[src/rtl/intr_exc_entry.sv]
// Exception/interrupt entry sequencer: latches the memory-stage trap or IRQ, then redirects fetch to the IVT vector.
// Optional overflow trap is enabled by defining CPU_EXC_OVF_EN.
module intr_exc_entry (
  input  logic        clk,
  input  logic        nrst,
  input  logic        i_core_stall,
  input  logic        i_irq,
  input  logic        i_sr_ie,
  input  logic [21:0] i_ivt_base,
  input  logic        i_valid_p3,
  input  logic [31:0] i_pc_p3,
  input  logic        i_exc_syscall_p3,
  input  logic        i_exc_break_p3,
  input  logic        i_exc_ovf_p3,
  output logic        o_drop_p1,
  output logic        o_drop_p2,
  output logic        o_drop_p3,
  output logic        o_jump,
  output logic [31:0] o_jump_addr,
  output logic        o_epc_we,
  output logic [31:0] o_epc,
  output logic        o_ie_save,
  output logic        o_irq_ack
);

  localparam int unsigned CAUSE_W = 3;
  localparam int unsigned BASE_W  = 22;
  localparam int unsigned ADDR_W  = 32;

  localparam logic [CAUSE_W-1:0] CAUSE_NONE    = CAUSE_W'(0);
  localparam logic [CAUSE_W-1:0] CAUSE_IRQ     = CAUSE_W'(1);
  localparam logic [CAUSE_W-1:0] CAUSE_SYSCALL = CAUSE_W'(2);
  localparam logic [CAUSE_W-1:0] CAUSE_BREAK   = CAUSE_W'(3);
  localparam logic [CAUSE_W-1:0] CAUSE_OVF     = CAUSE_W'(4);

  typedef enum logic [1:0] {
    IDLE     = 2'd0,
    REDIRECT = 2'd1,
    IRQ_ACK  = 2'd2
  } state_t;

  state_t              state, state_nxt;
  logic [CAUSE_W-1:0]  cause_q;
  logic [ADDR_W-1:0]   epc_q;
  logic [BASE_W-1:0]   base_q;

  logic                ovf_evt;
  logic                irq_evt;
  logic [CAUSE_W-1:0]  cause_sel;
  logic                latch_en;

`ifdef CPU_EXC_OVF_EN
  assign ovf_evt = i_valid_p3 & i_exc_ovf_p3;
`else
  // Port kept for a stable interface; the trap source is tied off.
  logic unused_ovf;
  assign unused_ovf = i_exc_ovf_p3;
  assign ovf_evt    = 1'b0;
`endif

  assign irq_evt = i_valid_p3 & i_irq & i_sr_ie;

  // Fixed priority: BREAK > SYSCALL > OVERFLOW > IRQ.
  always_comb begin
    cause_sel = CAUSE_NONE;
    if (i_valid_p3 & i_exc_break_p3)        cause_sel = CAUSE_BREAK;
    else if (i_valid_p3 & i_exc_syscall_p3) cause_sel = CAUSE_SYSCALL;
    else if (ovf_evt)                       cause_sel = CAUSE_OVF;
    else if (irq_evt)                       cause_sel = CAUSE_IRQ;
  end

  // A stalled pipeline keeps presenting the event, so only latch when it advances.
  assign latch_en = (state == IDLE) & ~i_core_stall & (cause_sel != CAUSE_NONE);

  always_ff @(posedge clk or negedge nrst) begin
    if (!nrst) state <= IDLE;
    else       state <= state_nxt;
  end

  always_ff @(posedge clk or negedge nrst) begin
    if (!nrst) begin
      cause_q <= CAUSE_NONE;
      epc_q   <= '0;
      base_q  <= '0;
    end else if (latch_en) begin
      cause_q <= cause_sel;
      epc_q   <= i_pc_p3;
      base_q  <= i_ivt_base;
    end
  end

  always_comb begin
    state_nxt = state;
    case (state)
      IDLE:     if (latch_en) state_nxt = REDIRECT;
      REDIRECT: if (!i_core_stall) state_nxt = (cause_q == CAUSE_IRQ) ? IRQ_ACK : IDLE;
      IRQ_ACK:  if (!i_irq) state_nxt = IDLE;
      default:  state_nxt = IDLE;
    endcase
  end

  // Redirect strobes fire in the single unstalled REDIRECT cycle; data buses are zero otherwise.
  always_comb begin
    o_drop_p1   = 1'b0;
    o_drop_p2   = 1'b0;
    o_drop_p3   = 1'b0;
    o_jump      = 1'b0;
    o_jump_addr = '0;
    o_epc_we    = 1'b0;
    o_epc       = '0;
    o_ie_save   = 1'b0;
    o_irq_ack   = 1'b0;
    case (state)
      REDIRECT: begin
        if (!i_core_stall) begin
          o_drop_p1   = 1'b1;
          o_drop_p2   = 1'b1;
          o_drop_p3   = 1'b1;
          o_jump      = 1'b1;
          o_jump_addr = {base_q, 3'b000, cause_q, 4'b0000};
          o_epc_we    = 1'b1;
          o_epc       = epc_q;
          o_ie_save   = 1'b1;
        end
      end
      IRQ_ACK: o_irq_ack = 1'b1;
      default: ;
    endcase
  end

endmodule

[config.mk]
export PLATFORM = sky130hd
export DESIGN_NAME = intr_exc_entry
export DESIGN_NICKNAME = d
export VERILOG_FILES = /design/src/rtl/intr_exc_entry.sv
export SDC_FILE = /design/constraint.sdc
export NUM_CORES = 1
export LEC_CHECK = 0
export BUFFER_PORTS_ARGS = -buffer_cell sky130_fd_sc_hd__buf_2
export CAP_MARGIN = 0
export CORE_MARGIN = 1
export CORE_UTILIZATION = 48
export DETAILED_ROUTE_END_ITERATION = 10
export PLACE_DENSITY = 0.94
export SLEW_MARGIN = 15
export SYNTH_ARGS = -nofsm -noshare
export SYNTH_HDL_FRONTEND = slang
export SYNTH_SLANG_ARGS = --single-unit
[constraint.sdc]
create_clock -name clk -period 2.5 [get_ports clk]
set_input_delay 0.125 -clock clk [delete_from_list [all_inputs] [get_ports clk]]
set_output_delay 0.125 -clock clk [all_outputs]
set_load 0.02 [all_outputs]
==> results.sh <==
export IMPL_status="complete, no violations"
export IMPL_syn_to_final_growth_pct=25.6
export IMPL_grt_pass1_wl_um=9230
export IMPL_initial_core_util_pct=51.2
export IMPL_ys_ff_latch=58
export IMPL_tightest_slew_ns=0.619
export IMPL_finalHoldViolCount=0
export IMPL_clk_latency_ns=0.31
export IMPL_p_seq_share_pct=47.2
export IMPL_viasPerCell=4.79
export IMPL_sw_frac_of_total_pct=27.9
export IMPL_drt_iter0_markers=56
export IMPL_cellPowerDensity_mw_per_mm2=779
export IMPL_die_area_mm2=0.00633
export IMPL_clock_skew_final_ns=0.00609
export IMPL_finish_utilization_pct=64.3
export IMPL_drive_gt1_share_pct=59.3
export IMPL_period_needed_ns=1.96
export IMPL_cap_violations=0
export IMPL_die_y_um=79.6
export IMPL_grt_max_degree=62
export IMPL_ios=134
export IMPL_synth_top_area_cell="dfrtp_1"
export IMPL_arrival_ns=1.83
export IMPL_rrSetupSlack_ns=0.66
export IMPL_worst_setup_path_type="flip-flop to output port"
export IMPL_hold_path_class="primary input to flip-flop"
export IMPL_min_path_cells=2
export IMPL_antenna_found_initial=0
export IMPL_rsz0062_at_grt="no"
export IMPL_holdWs_ns=0.0357
export IMPL_yosys_warnings=0
export IMPL_fmax_mhz=511
export IMPL_cts_tree="done"
export IMPL_placed_cells=389
export IMPL_nets=392
export IMPL_gr_total_overflow=0
export IMPL_gp_congestion=0.730
export IMPL_hold_end="base_q[11]$_DFFE_PN0P_"
export IMPL_drv_slew=0
export IMPL_multi_input_area_mm2=0.00124
export IMPL_portBuffers=124
export IMPL_p_switching_uw=788
export IMPL_synth_seq_area_share_pct=50.3
export IMPL_design_core_area_mm2=0.00564
export IMPL_p_int_uw=2040
export IMPL_synth_distinct_cells=21
export IMPL_cts_buffers=9
export IMPL_power_share_combinational_pct=27.5
export IMPL_peakVddDrop_uv=463
export IMPL_clkPwrFrac_pct=25.3
export IMPL_wl_per_cell_um=13.9
export IMPL_slew_headroom_pct=58.7
export IMPL_critPathMaxFanout=61
export IMPL_end_kind="output port"
export IMPL_first_pass_iters=6
export IMPL_htree_levels=3
export IMPL_reg2reg_from="state[1]$_DFFE_PN0P_"
export IMPL_placementRows=27
export IMPL_rr_endpoint="epc_q[12]$_DFFE_PN0P_"
export IMPL_final_cells=406
export IMPL_fin_setup_tns_ns=0
export IMPL_cts_clk_slew_worst_paths_ns=0.06
export IMPL_dp_hpwl_um=3930
export IMPL_p_leak_uw=0.00195
export IMPL_cts_buffer_depth=2
export IMPL_grt_pass1_vias=1980
export IMPL_reg2regPathDepth=4
export IMPL_setup_viol=0
export IMPL_synth_cells=208
export IMPL_min_delay_start="i_ivt_base[11]"
export IMPL_num_vias=1943
export IMPL_drc=0
export IMPL_clock_sinks=58
export IMPL_start_kind="flip-flop"
export IMPL_synthTopCellsByArea="dfrtp_1 50%, mux2_4 21%, and2_1 12%"
export IMPL_critPathRequiredTime_ns=2.38
export IMPL_wirelength_um=5630
export IMPL_clockRootBuffer="clkbuf_8"
export IMPL_fp_dieW_um=79.6
export IMPL_fillers=427
export IMPL_netlist_area_mm2=0.00289
export IMPL_syn_area_per_cell_um2=13.9
export IMPL_synth_top_area_share_pct=50.3
export IMPL_fin_crit_sh_pct=78.3
export IMPL_power_uw=2820
export IMPL_grt_usage_pct=19.2
export IMPL_final_seq_area_mm2=0.00145
export IMPL_antennaDiodeCount=0
export IMPL_ant_nets=0
## power groups by stage
stage               logic [µW]  clock network [µW]  registers (µW)
CTS                        788                 739            1340
global placement           757                   0            1330
floorplan                  624                   0            1300
finish                     776                 715            1330
global route               840                 795            1370
detailed placement         782                   0            1350
## layout make-up
cell class | instances | share of cell area (%)
Clock buffer | 13 | 4.11
Clock inverter | 3 | 0.414
Inverter | 3 | 0.311
Multi-Input combinational cell | 129 | 34.3
Sequential cell | 58 | 40.0
Tap cell | 72 | 2.48
Timing Repair Buffer | 128 | 18.4
## placed cells by master (no fill, tap or decap), drive strengths merged
cell and count:
buf 127, dfrtp 58, and2 56, mux2 54, clkbuf 13, conb 8, inv 3, clkinv 3
nor2 2, nor3b 1, a21o 1, nor4b 1, o21a 1, a21oi 1, a31oi 1, mux2i 1
a31o 1, a22o 1, dlygate4sd3 1
## logic make-up (layout without fill, tap and decap cells)
family | Yosys count | after routing | share of synthesized area, %
DFF | 58 | 58 | 50.3
buffers and inverters | 28 | 147 | 7.97
and+or+nand+nor | 60 | 60 | 13.5
other | 1 | 8 | 0.130
muxes | 55 | 55 | 26.6
AOI/OAI and AO/OA | 6 | 6 | 1.56
## flip-flops by register name, indices dropped and copies added (netlist names)
signal   count
cause_q      2
base_q      22
state        2
epc_q       32
## metal layers
| layer | vias to the layer above | GRT usage [%] | share of wire [%] |
|---|---|---|---|
| met5 | - | 0 | 0 |
| met4 | 0 | 7.64 | 0.78 |
| met3 | 5 | 5.49 | 6.2 |
| met2 | 86 | 31.3 | 50 |
| met1 | 947 | 24.0 | 43 |
| li1 | 905 | - | - |
## synth_stat cells, drive strengths merged
library cell and n:
a21o 1, a22o 1, mux2 54, conb 1, a31o 1, a21oi 1, nor2 2, clkbuf 5
and2 56, buf 20, o21a 1, dfrtp 58, inv 3, nor3b 1, a31oi 1, nor4b 1
mux2i 1
## through the flow
stage	setup WS (ns)	instance area, µm²
after floorplan	0.913	2910
after global placement	0.738	3450
after detailed placement	0.659	3450
after CTS	0.497	3630
after global routing	0.382	3630
final	0.542	3630
## worst max-delay path: stages (launching register included)
cell and delay (ns):
dfrtp_1 0.42, nor3b_2 0.26, buf_4 0.44, and2_1 0.21, buf_2 0.17
## worst max-delay path by stage
stage / start / to / slack, ns / cells past startpoint
6_report: state[0]$_DFFE_PN0P_ / o_jump_addr[4] / 0.54 / 4
5_1_grt: state[0]$_DFFE_PN0P_ / o_jump_addr[31] / 0.38 / 4
4_1_cts: state[0]$_DFFE_PN0P_ / o_jump_addr[4] / 0.50 / 4
3_5_place_dp: state[1]$_DFFE_PN0P_ / epc_q[12]$_DFFE_PN0P_ / 0.66 / 4
3_3_place_gp: state[1]$_DFFE_PN0P_ / epc_q[9]$_DFFE_PN0P_ / 0.74 / 4
2_1_floorplan: state[1]$_DFFE_PN0P_ / base_q[0]$_DFFE_PN0P_ / 0.91 / 5
## timing repair
| item | 4_1_cts | 5_1_grt |
|---|---|---|
| endpoints found under the setup margin | 0 | 0 |
| gates resized for setup | 0 | 0 |
| buffers inserted | 0 | 0 |
| hold endpoints to repair | 27 | 0 |
| hold buffers | 1 | 0 |
Note: power is estimated with default switching activity, not from simulation.
